File: config.mk
export PLATFORM = sky130hd
export DESIGN_NAME = etroc_tx_emulator
export DESIGN_NICKNAME = d
export VERILOG_FILES = /design/src/rtl/etroc_tx_emulator.sv
export SDC_FILE = /design/constraint.sdc
export NUM_CORES = 1
export LEC_CHECK = 0
export CAP_MARGIN = 20
export CORE_ASPECT_RATIO = 0.8
export CORE_MARGIN = 8
export CORE_UTILIZATION = 50
export CTS_CLUSTER_SIZE = 20
export DETAILED_ROUTE_END_ITERATION = 10
export PLACE_DENSITY = 0.76
export SYNTH_ARGS = -nofsm -noshare
export SYNTH_HDL_FRONTEND = slang
export SYNTH_SLANG_ARGS = --single-unit
File: constraint.sdc
create_clock -name clk40 -period 12 [get_ports clk40]
set_input_delay 2.4 -clock clk40 [delete_from_list [all_inputs] [get_ports clk40]]
set_output_delay 2.4 -clock clk40 [all_outputs]
set_load 0.01 [all_outputs]
File: src/rtl/etroc_tx_emulator.sv
// ETROC2 serial TX emulator: trigger queue, frame FSM, gearbox.
// Optional scrambler is built only when TX_SCRAMBLER_EN is defined.
//
// Ports:
//   clk40        in   sole clock
//   reset        in   async, active-high
//   enable       in   advance FSM/gearbox; dout forced to 0 when low
//   rate[1:0]    in   0: 8b, 1: 16b, 2/3: 32b per cycle
//   polarity     in   invert the valid dout bits
//   scr_bypass   in   send frames raw (scrambler still tracks them)
//   l1a          in   trigger pulse
//   hit_num[3:0] in   data frames for this trigger
//   dout[31:0]   out  TX word, bit 0 first, unused upper bits 0
//   fifo_full    out  trigger queue full
//   busy         out  event in progress
//   l1a_drop_cnt out  dropped triggers, saturating
module etroc_tx_emulator #(
    parameter int FIFO_DEPTH = 4,
    parameter int BCID_MAX   = 3563
) (
    input  logic        clk40,
    input  logic        reset,
    input  logic        enable,
    input  logic [1:0]  rate,
    input  logic        polarity,
    input  logic        scr_bypass,
    input  logic        l1a,
    input  logic [3:0]  hit_num,
    output logic [31:0] dout,
    output logic        fifo_full,
    output logic        busy,
    output logic [15:0] l1a_drop_cnt
);

    localparam int AW = $clog2(FIFO_DEPTH);

    localparam logic [1:0] ST_FILLER  = 2'd0;
    localparam logic [1:0] ST_HEADER  = 2'd1;
    localparam logic [1:0] ST_DATA    = 2'd2;
    localparam logic [1:0] ST_TRAILER = 2'd3;

    localparam logic [39:0] FILLER_FRAME = {16'h3C5C, 2'b10, 22'h0};

    logic [11:0] bcid;
    logic [15:0] q_mem [FIFO_DEPTH];
    logic [AW:0] wr_ptr, rd_ptr;
    logic        q_empty, push, pop, drop;
    logic [15:0] head;
    logic [1:0]  state, emit;
    logic [3:0]  hit_idx, hit_num_q;
    logic [11:0] bcid_q;
    logic [7:0]  l1a_cnt, chk, data_xor;
    logic [39:0] data_frame, frame, tx_frame;
    logic [5:0]  width, width_q;
    logic [31:0] mask;
    logic        rate_chg, pull;
    logic [6:0]  gb_cnt, cnt_eff;
    logic [79:0] gb_buf, merged;

    always_comb begin
        width = 6'd32;
        mask  = 32'hFFFF_FFFF;
        case (rate)
            2'd0: begin
                width = 6'd8;
                mask  = 32'h0000_00FF;
            end
            2'd1: begin
                width = 6'd16;
                mask  = 32'h0000_FFFF;
            end
            default: ;
        endcase
    end

    assign q_empty   = wr_ptr == rd_ptr;
    assign fifo_full = (wr_ptr ^ rd_ptr) == {1'b1, {AW{1'b0}}};
    assign head      = q_mem[rd_ptr[AW-1:0]];
    assign busy      = state != ST_FILLER;

    // A pull in FILLER with a queued trigger emits the header
    // straight away, so HEADER never needs a register cycle.
    assign emit = (state == ST_FILLER && !q_empty) ? ST_HEADER : state;

    assign rate_chg = width != width_q;
    assign cnt_eff  = rate_chg ? 7'd0 : gb_cnt;
    assign pull     = enable && (cnt_eff < {1'b0, width});
    assign pop      = pull && emit == ST_HEADER;
    assign push     = l1a && (!fifo_full || pop);
    assign drop     = l1a && fifo_full && !pop;

    assign data_frame = {1'b1, 3'b000, hit_idx, l1a_cnt,
                         bcid_q, 12'hA5A};
    assign data_xor = data_frame[39:32] ^ data_frame[31:24]
                    ^ data_frame[23:16] ^ data_frame[15:8]
                    ^ data_frame[7:0];

    always_comb begin
        frame = FILLER_FRAME;
        unique case (emit)
            ST_HEADER:
                frame = {16'h3C5C, 2'b00, 8'hE2, head[15:4], 2'b01};
            ST_DATA:
                frame = data_frame;
            ST_TRAILER:
                frame = {2'b01, 6'h0, 4'h0, hit_num_q,
                         l1a_cnt, chk, 8'h00};
            ST_FILLER:
                frame = FILLER_FRAME;
        endcase
    end

`ifdef TX_SCRAMBLER_EN
    logic [57:0] scr_state, scr_next;
    logic [39:0] scr_out;

    // scr_state[57] is the newest bit; ext[58+i] is frame bit i.
    always_comb begin
        logic [97:0] ext;
        ext = {40'd0, scr_state};
        for (int i = 0; i < 40; i++) begin
            ext[58+i] = frame[i] ^ ext[i+19] ^ ext[i];
        end
        scr_out  = ext[97:58];
        scr_next = scr_bypass ? {frame, scr_state[57:40]}
                              : ext[97:40];
    end

    assign tx_frame = scr_bypass ? frame : scr_out;

    always_ff @(posedge clk40 or posedge reset) begin
        if (reset) scr_state <= '0;
        else if (pull) scr_state <= scr_next;
    end
`else
    logic scr_unused;
    assign scr_unused = scr_bypass;
    assign tx_frame   = frame;
`endif

    // New frame lands directly above the residual bits.
    assign merged = (rate_chg ? 80'd0 : gb_buf)
                  | (pull ? ({40'd0, tx_frame} << cnt_eff) : 80'd0);

    always_ff @(posedge clk40 or posedge reset) begin
        if (reset) bcid <= '0;
        else if (bcid == 12'(BCID_MAX)) bcid <= '0;
        else bcid <= bcid + 12'd1;
    end

    always_ff @(posedge clk40) begin
        if (push) q_mem[wr_ptr[AW-1:0]] <= {bcid, hit_num};
    end

    always_ff @(posedge clk40 or posedge reset) begin
        if (reset) begin
            wr_ptr       <= '0;
            rd_ptr       <= '0;
            l1a_drop_cnt <= '0;
        end else begin
            if (push) wr_ptr <= wr_ptr + 1'b1;
            if (pop) rd_ptr <= rd_ptr + 1'b1;
            if (drop && l1a_drop_cnt != 16'hFFFF)
                l1a_drop_cnt <= l1a_drop_cnt + 16'd1;
        end
    end

    always_ff @(posedge clk40 or posedge reset) begin
        if (reset) begin
            state     <= ST_FILLER;
            hit_idx   <= '0;
            hit_num_q <= '0;
            bcid_q    <= '0;
            l1a_cnt   <= '0;
            chk       <= '0;
        end else if (pull) begin
            unique case (emit)
                ST_HEADER: begin
                    bcid_q    <= head[15:4];
                    hit_num_q <= head[3:0];
                    hit_idx   <= '0;
                    chk       <= '0;
                    state <= (head[3:0] != 4'd0) ? ST_DATA
                                                 : ST_TRAILER;
                end
                ST_DATA: begin
                    chk     <= chk ^ data_xor;
                    hit_idx <= hit_idx + 4'd1;
                    if (hit_idx == hit_num_q - 4'd1)
                        state <= ST_TRAILER;
                end
                ST_TRAILER: begin
                    l1a_cnt <= l1a_cnt + 8'd1;
                    state   <= ST_FILLER;
                end
                ST_FILLER: ;
            endcase
        end
    end

    always_ff @(posedge clk40 or posedge reset) begin
        if (reset) begin
            dout    <= '0;
            gb_buf  <= '0;
            gb_cnt  <= '0;
            width_q <= 6'd8;
        end else begin
            width_q <= width;
            if (enable) begin
                dout   <= (merged[31:0] ^ {32{polarity}}) & mask;
                gb_buf <= merged >> width;
                gb_cnt <= cnt_eff + (pull ? 7'd40 : 7'd0)
                        - {1'b0, width};
            end else begin
                dout <= '0;
            end
        end
    end

endmodule

After elaboration in Yosys (flattened, before gate mapping)

Memories as Yosys holds them, arrays and structs flattened.
Cells that the tools add are included.

Input port bits: 12
Memories kept: 1
Word-level logic and storage cells: 86
Flip-flop bits (word level): 197
Bits in writable memories: 64
Output and inout bits: 50

Mux-type cells: 17
Bitwise gates (word level): 9
Equality and inequality tests: 11
Shift operators: 2
Add/sub/neg operators: 9
$lt $le $gt $ge: 1
Reductions and logical operators: 22

Memories:

| name  | words | width | rd ports | clocked after memory_dff | write ports | RTL line | RTL |
|---|---|---|---|---|---|---|---|
| q_mem | 4     | 16    | 1        | 0                        | 1           | 45       | `logic [15:0] q_mem [FIFO_DEPTH];` |

Operator list:

| kind                    | count |
|---|---|
| $mux W80                | 2 |
| $pmux W40 S4            | 1 |
| $or A80 B80 Y80         | 1 |
| $shl A40 B7 Y80         | 1 |
| $shr A80 B6 Y80         | 1 |
| $pmux W32 S2            | 1 |
| $and A32 B32 Y32        | 1 |
| $mux W32                | 1 |
| $xor A32 B32 Y32        | 1 |
| $xor A8 B8 Y8           | 4 |
| $add A16 B1 Y16 const B | 1 |
| $ne A16 B16 Y1 const B  | 1 |
| $pmux W8 S2             | 1 |
| $add A12 B1 Y12 const B | 1 |
| $eq A12 B12 Y1 const B  | 1 |
| $mux W12                | 1 |
| $pmux W6 S2             | 1 |
| $add A8 B1 Y8 const B   | 1 |
| $pmux W4 S2             | 1 |
| $add A7 B6 Y7           | 1 |
| $logic_and A1 B1 Y1     | 7 |
| $lt A7 B6 Y1            | 1 |
| $mux W7                 | 1 |
| $sub A7 B6 Y7           | 1 |
| other kinds (24)        | 37 |

Logic depth before layout (Yosys ltp)

Word-level depth: 12
Gate-level depth with buffers: 24
Depth with buffers taken out: 18

Worst setup path after synthesis

OpenSTA, ideal clock, no wires.

Path type: input-to-reg
Start: input rate[0]
End: register gb_cnt[6]
Slack: 4,862 ps
Stages: 23
Path buffers: 6
Arrival time: 7,001 ps
Setup time: 137 ps
Required time: 11,863 ps
Cell sequence: buf_6 -> and3b_1 -> buf_6 -> o21a_4 -> buf_6 -> buf_2 -> o21ai_2 -> inv_2 -> clkbuf_1 -> ha_1 -> a221o_1 -> a211oi_1 -> inv_2 -> clkbuf_1 -> fa_1 -> inv_1 -> ha_1 -> a21o_1 -> a21o_1 -> a21oi_1 -> xnor2_1 -> mux2i_1 -> a21oi_1

Word-level cells in the longest chain between the ends: 9
Elaborated cells between the ends (all ways): 10
Those cells by class: add/sub (2); order compare (1); eq/ne (2); mux (3); reduce/logical (2)

RTL lines:

| what                                                    | RTL line | RTL |
|---|---|---|
| start, declared                                         | 24       | `input logic [1:0] rate,` |
| $eq A2 B1 Y1 / $logic_not A2 Y1 (equally long branches) | 63       | `case (rate)` |
| $pmux W6 S2 *                                           | 63       |  |
| $ne A6 B6 Y1                                            | 85       | `assign rate_chg = width != width_q;` |
| $mux W7                                                 | 86       | `assign cnt_eff = rate_chg ? 7'd0 : gb_cnt;` |
| $lt A7 B6 Y1                                            | 87       | `assign pull = enable && (cnt_eff < {1'b0, width});` |
| $logic_and A1 B1 Y1                                     | 87       |  |
| $mux W6                                                 | 212      | `gb_cnt <= cnt_eff + (pull ? 7'd40 : 7'd0)` |
| $add A7 B6 Y7                                           | 212      |  |
| $sub A7 B6 Y7 *                                         | 213      | `- {1'b0, width};` |
| end signal, assigned                                    | 212      |  |
| end, declared                                           | 57       | `logic [6:0] gb_cnt, cnt_eff;` |

Every way passes the cells marked *; elsewhere a longest branch is shown, timed or not.
A chain may end at the register's enable or synchronous reset.

Worst setup path after layout

Start: input rate[1]
End: register gb_buf[33]

Word-level cells in the longest chain between the ends: 9
Elaborated cells between the ends (all ways): 12
Those cells by class: order compare (1); eq/ne (2); shift (2); mux (4); bitwise (1); reduce/logical (2)

RTL lines:

| what                                                                    | RTL line | RTL |
|---|---|---|
| $eq A2 B1 Y1 / $logic_not A2 Y1 (equally long branches)                 | 63       |  |
| $pmux W6 S2 *                                                           | 63       |  |
| parallel branches: the longest is 6 deep, another holds $shl A40 B7 Y80 | --       |  |
| $shr A80 B6 Y80 *                                                       | 211      | `gb_buf <= merged >> width;` |
| end signal, assigned                                                    | 211      |  |
| end, declared                                                           | 58       | `logic [79:0] gb_buf, merged;` |

Mark *: on every way between the ends.

==> results.sh <==
export IMPL_totalWireLength_um=65500
export IMPL_syn_avg_cell_area_sq_um=9.22
export IMPL_num_rows=60
export IMPL_finalHoldViolCount=0
export IMPL_tritoncts="built"
export IMPL_initial_core_util=0.509
export IMPL_cp_start_kind="input pin"
export IMPL_clk_latency_ns=0.59
export IMPL_slew_viol_final=0
export IMPL_syn_inst=1862
export IMPL_synth_enable_flop_cells=64
export IMPL_synth_largest_area_cell="dfrtp_1"
export IMPL_path_clk_slew_ns=0.07
export IMPL_vias_per_cell=7.09
export IMPL_fin_nets=1875
export IMPL_syn_to_final_growth_pct=10.6
export IMPL_cp_max_fo=21
export IMPL_ir_drop_uv=146
export IMPL_maxCapViolations=0
export IMPL_drive_gt1_frac=0.107
export IMPL_gp_congestion=1.00
export IMPL_antenna_found_initial=0
export IMPL_clkSinkCount=258
export IMPL_hpwl_um=46300
export IMPL_drtIter0Drc=2751
export IMPL_grt_pass1_wl_um=101000
export IMPL_synthTopCellsByArea="dfrtp_1, edfxtp_1, nand2_1"
export IMPL_period_needed_ns=7.95
export IMPL_ys_flop_type="dfrtp_1"
export IMPL_syn_nets=1892
export IMPL_synth_cell_types=101
export IMPL_synth_top_area_frac=0.281
export IMPL_drc=0
export IMPL_clock_root_buffer="clkbuf_16"
export IMPL_tns_ns=0
export IMPL_numCtsBuffers=28
export IMPL_outcome="completed"
export IMPL_antenna_left=0
export IMPL_ios=62
export IMPL_diodes=0
export IMPL_die_h_um=182
export IMPL_htree_levels=1
export IMPL_synth_seq_cells=258
export IMPL_cts_repair_resize_count=0
export IMPL_grt_pass1_vias=15800
export IMPL_ys_warn_count=0
export IMPL_dr_pass1_iters=9
export IMPL_cts_setup_buffers=0
export IMPL_dieArea_sq_mm=0.0406
export IMPL_grt_overflow_total=0
export IMPL_p_per_area_mw_per_mm2=213
export IMPL_fmax_mhz=126
export IMPL_r2r_cells=15
export IMPL_ys_async_sr_fraction=0.752
export IMPL_finalSetupViolations=0
export IMPL_yosysSeqAreaShare=0.395
export IMPL_hold_depth=1
export IMPL_fin_crit_sh=0.663
export IMPL_port_buffers=60
export IMPL_core_region_area_sq_mm=0.0337
export IMPL_die_w_um=223
export IMPL_slew_headroom=0.254
export IMPL_cts_hold_fix_buffers=0
export IMPL_crit_required_ns=12.49
export IMPL_routedWlPerCell_um=28.5
export IMPL_syn_area_sq_mm=0.0172
export IMPL_endpoint_kind="flop"
export IMPL_rsz0062_at_grt="false"
export IMPL_grt_max_degree=125
export IMPL_worst_slew_pin_slew_ns=1.12
export IMPL_hold_worst_slack_ns=0.495
export IMPL_cts_path_max_buffers=3
export IMPL_vias=16300
export IMPL_skew_ns=0.0354
export IMPL_grt_usage=0.316
export IMPL_crit_arrival_ns=8.45
export IMPL_p_leak_uw=0.00748
export IMPL_path_class="input pin to flop"
export IMPL_hp_class="flop to flop"
[cells in the final DEF (no fill, tap or decap), types with 13 or more instances in the layout]
cell             Yosys  layout
dfrtp_1            193     193
nand2_1            176     175
nor2_1             161     159
a21oi_1             90      89
o21ai_0             80      80
edfxtp_1            64      64
xnor2_1             57      57
clkdlybuf4s50_1      0      57
nand3_1             53      53
xor2_1              51      51
buf_4                1      49
mux2i_1             48      48
nor3_1              47      47
o211ai_1            43      43
mux2_2              34      34
a22oi_1             33      33
a211oi_1            32      31
clkbuf_16            0      28
nand4_1             26      26
o221ai_1            25      25
a31oi_1             24      24
o22ai_1             24      24
inv_1               24      23
nor2b_1             23      22
o2bb2ai_1           21      21
a21o_1              20      20
a221o_1             17      17
and2_1              17      17
o31ai_1             17      17
and3_1              16      16
ha_1                16      16
a221oi_1            15      15
a22o_1              14      14
a211o_1             14      14
nand2b_1            13      13
a2bb2oi_1           13      13
[stage by stage]
step	worst slack [ns]	total power, uW	area [sq um]	utilization	cells
finish	4.05	4040	19000	0.564	2300
global route	4.05	4210	19000	0.564	2300
CTS	4.38	3980	19000	0.564	2300
detailed placement	3.79	3080	18000	0.535	2249
global placement	3.92	3050	18000	0.535	2249
floorplan	4.32	2440	17200	-	1862
[synthesized netlist by cell type, types with 8 or more instances]
master	number
dfrtp_1	193
nand2_1	176
nor2_1	161
clkbuf_1	97
a21oi_1	90
o21ai_0	80
edfxtp_1	64
xnor2_1	57
nand3_1	53
xor2_1	51
mux2i_1	48
nor3_1	47
o211ai_1	43
buf_2	34
mux2_2	34
a22oi_1	33
a211oi_1	32
nand4_1	26
o221ai_1	25
a31oi_1	24
inv_1	24
o22ai_1	24
nor2b_1	23
o2bb2ai_1	21
a21o_1	20
buf_1	19
a221o_1	17
and2_1	17
o31ai_1	17
and3_1	16
ha_1	16
a221oi_1	15
a211o_1	14
a22o_1	14
a2bb2oi_1	13
nand2b_1	13
a32oi_1	12
mux4_2	12
o21ai_1	11
a31o_2	9
o32ai_1	9
or3_1	9
a311oi_1	8
o2111ai_1	8
[sequential cells by signal, summed over array words and instances (netlist names)]
| register | flops |
|---|---|
| bcid | 12 |
| bcid_q | 12 |
| chk | 8 |
| dout | 32 |
| gb_buf | 80 |
| gb_cnt | 7 |
| hit_idx | 4 |
| hit_num_q | 4 |
| l1a_cnt | 8 |
| l1a_drop_cnt | 16 |
| q_mem | 64 |
| rd_ptr | 3 |
| state | 2 |
| width_q | 3 |
| wr_ptr | 3 |
[kinds of logic after synthesis]
| kind of cell | Yosys count | synth area share |
|---|---|---|
| XOR/XNOR | 108 | 0.0551 |
| buffers and inverters | 191 | 0.0466 |
| AND/OR/NAND/NOR | 577 | 0.157 |
| AO/OA/AOI/OAI | 615 | 0.265 |
| flip-flops | 258 | 0.395 |
| adder cells (fa/ha/maj) | 18 | 0.0140 |
| multiplexers | 95 | 0.0668 |
[worst paths after layout]
check	end	start	slack [ns]
setup / recovery	gb_buf[33]$_DFFE_PP0P_	rate[1]	4.05
hold / removal	l1a_drop_cnt[5]$_DFFE_PP0P_	l1a_drop_cnt[5]$_DFFE_PP0P_	0.50
setup reg to reg	gb_buf[33]$_DFFE_PP0P_	width_q[3]$_DFF_PP1_	6.13
hold reg to reg	l1a_drop_cnt[5]$_DFFE_PP0P_	l1a_drop_cnt[5]$_DFFE_PP0P_	0.50
max in group asynchronous	gb_buf[54]$_DFFE_PP0P_	reset	8.02
min in group asynchronous	l1a_drop_cnt[10]$_DFFE_PP0P_	reset	2.38
[per-layer routing]
| metal | global-route usage | vias up | wire length (um) |
|---|---|---|---|
| li1 | - | 7026 | - |
| met1 | 0.463 | 7985 | 28100 |
| met2 | 0.442 | 1149 | 26800 |
| met3 | 0.105 | 147 | 8920 |
| met4 | 0.0779 | 0 | 1620 |
| met5 | 0 | - | 0 |
[critical path: stages]
cell	delay, ns
clkdlybuf4s50_1	0.71
nor2_2	0.48
o21a_4	0.47
o21ai_0	0.17
buf_4	0.25
inv_1	0.29
ha_1	0.31
a221o_1	0.34
a211oi_2	0.44
buf_4	0.34
nand2_1	0.40
nor2_2	0.96
a32o_1	0.28
nor2_1	0.08
mux2_2	0.27
a221oi_1	0.23
[report_power, final]
part	total [uW]	switching, uW	internal, uW
registers	1230	155	1070
clock network	901	379	522
logic	1910	1250	663
total	4040	1790	2260
[cell type report]
class / instances / area (sq um)
Multi-Input combinational cell: 1413 / 9630
Inverter: 35 / 139
Clock inverter: 12 / 168
Clock buffer: 39 / 782
Timing Repair Buffer: 109 / 953
Sequential cell: 258 / 6780
Tap cell: 434 / 543
Fill cell: 3032 / 14700
(Power assumes the default switching activity.)
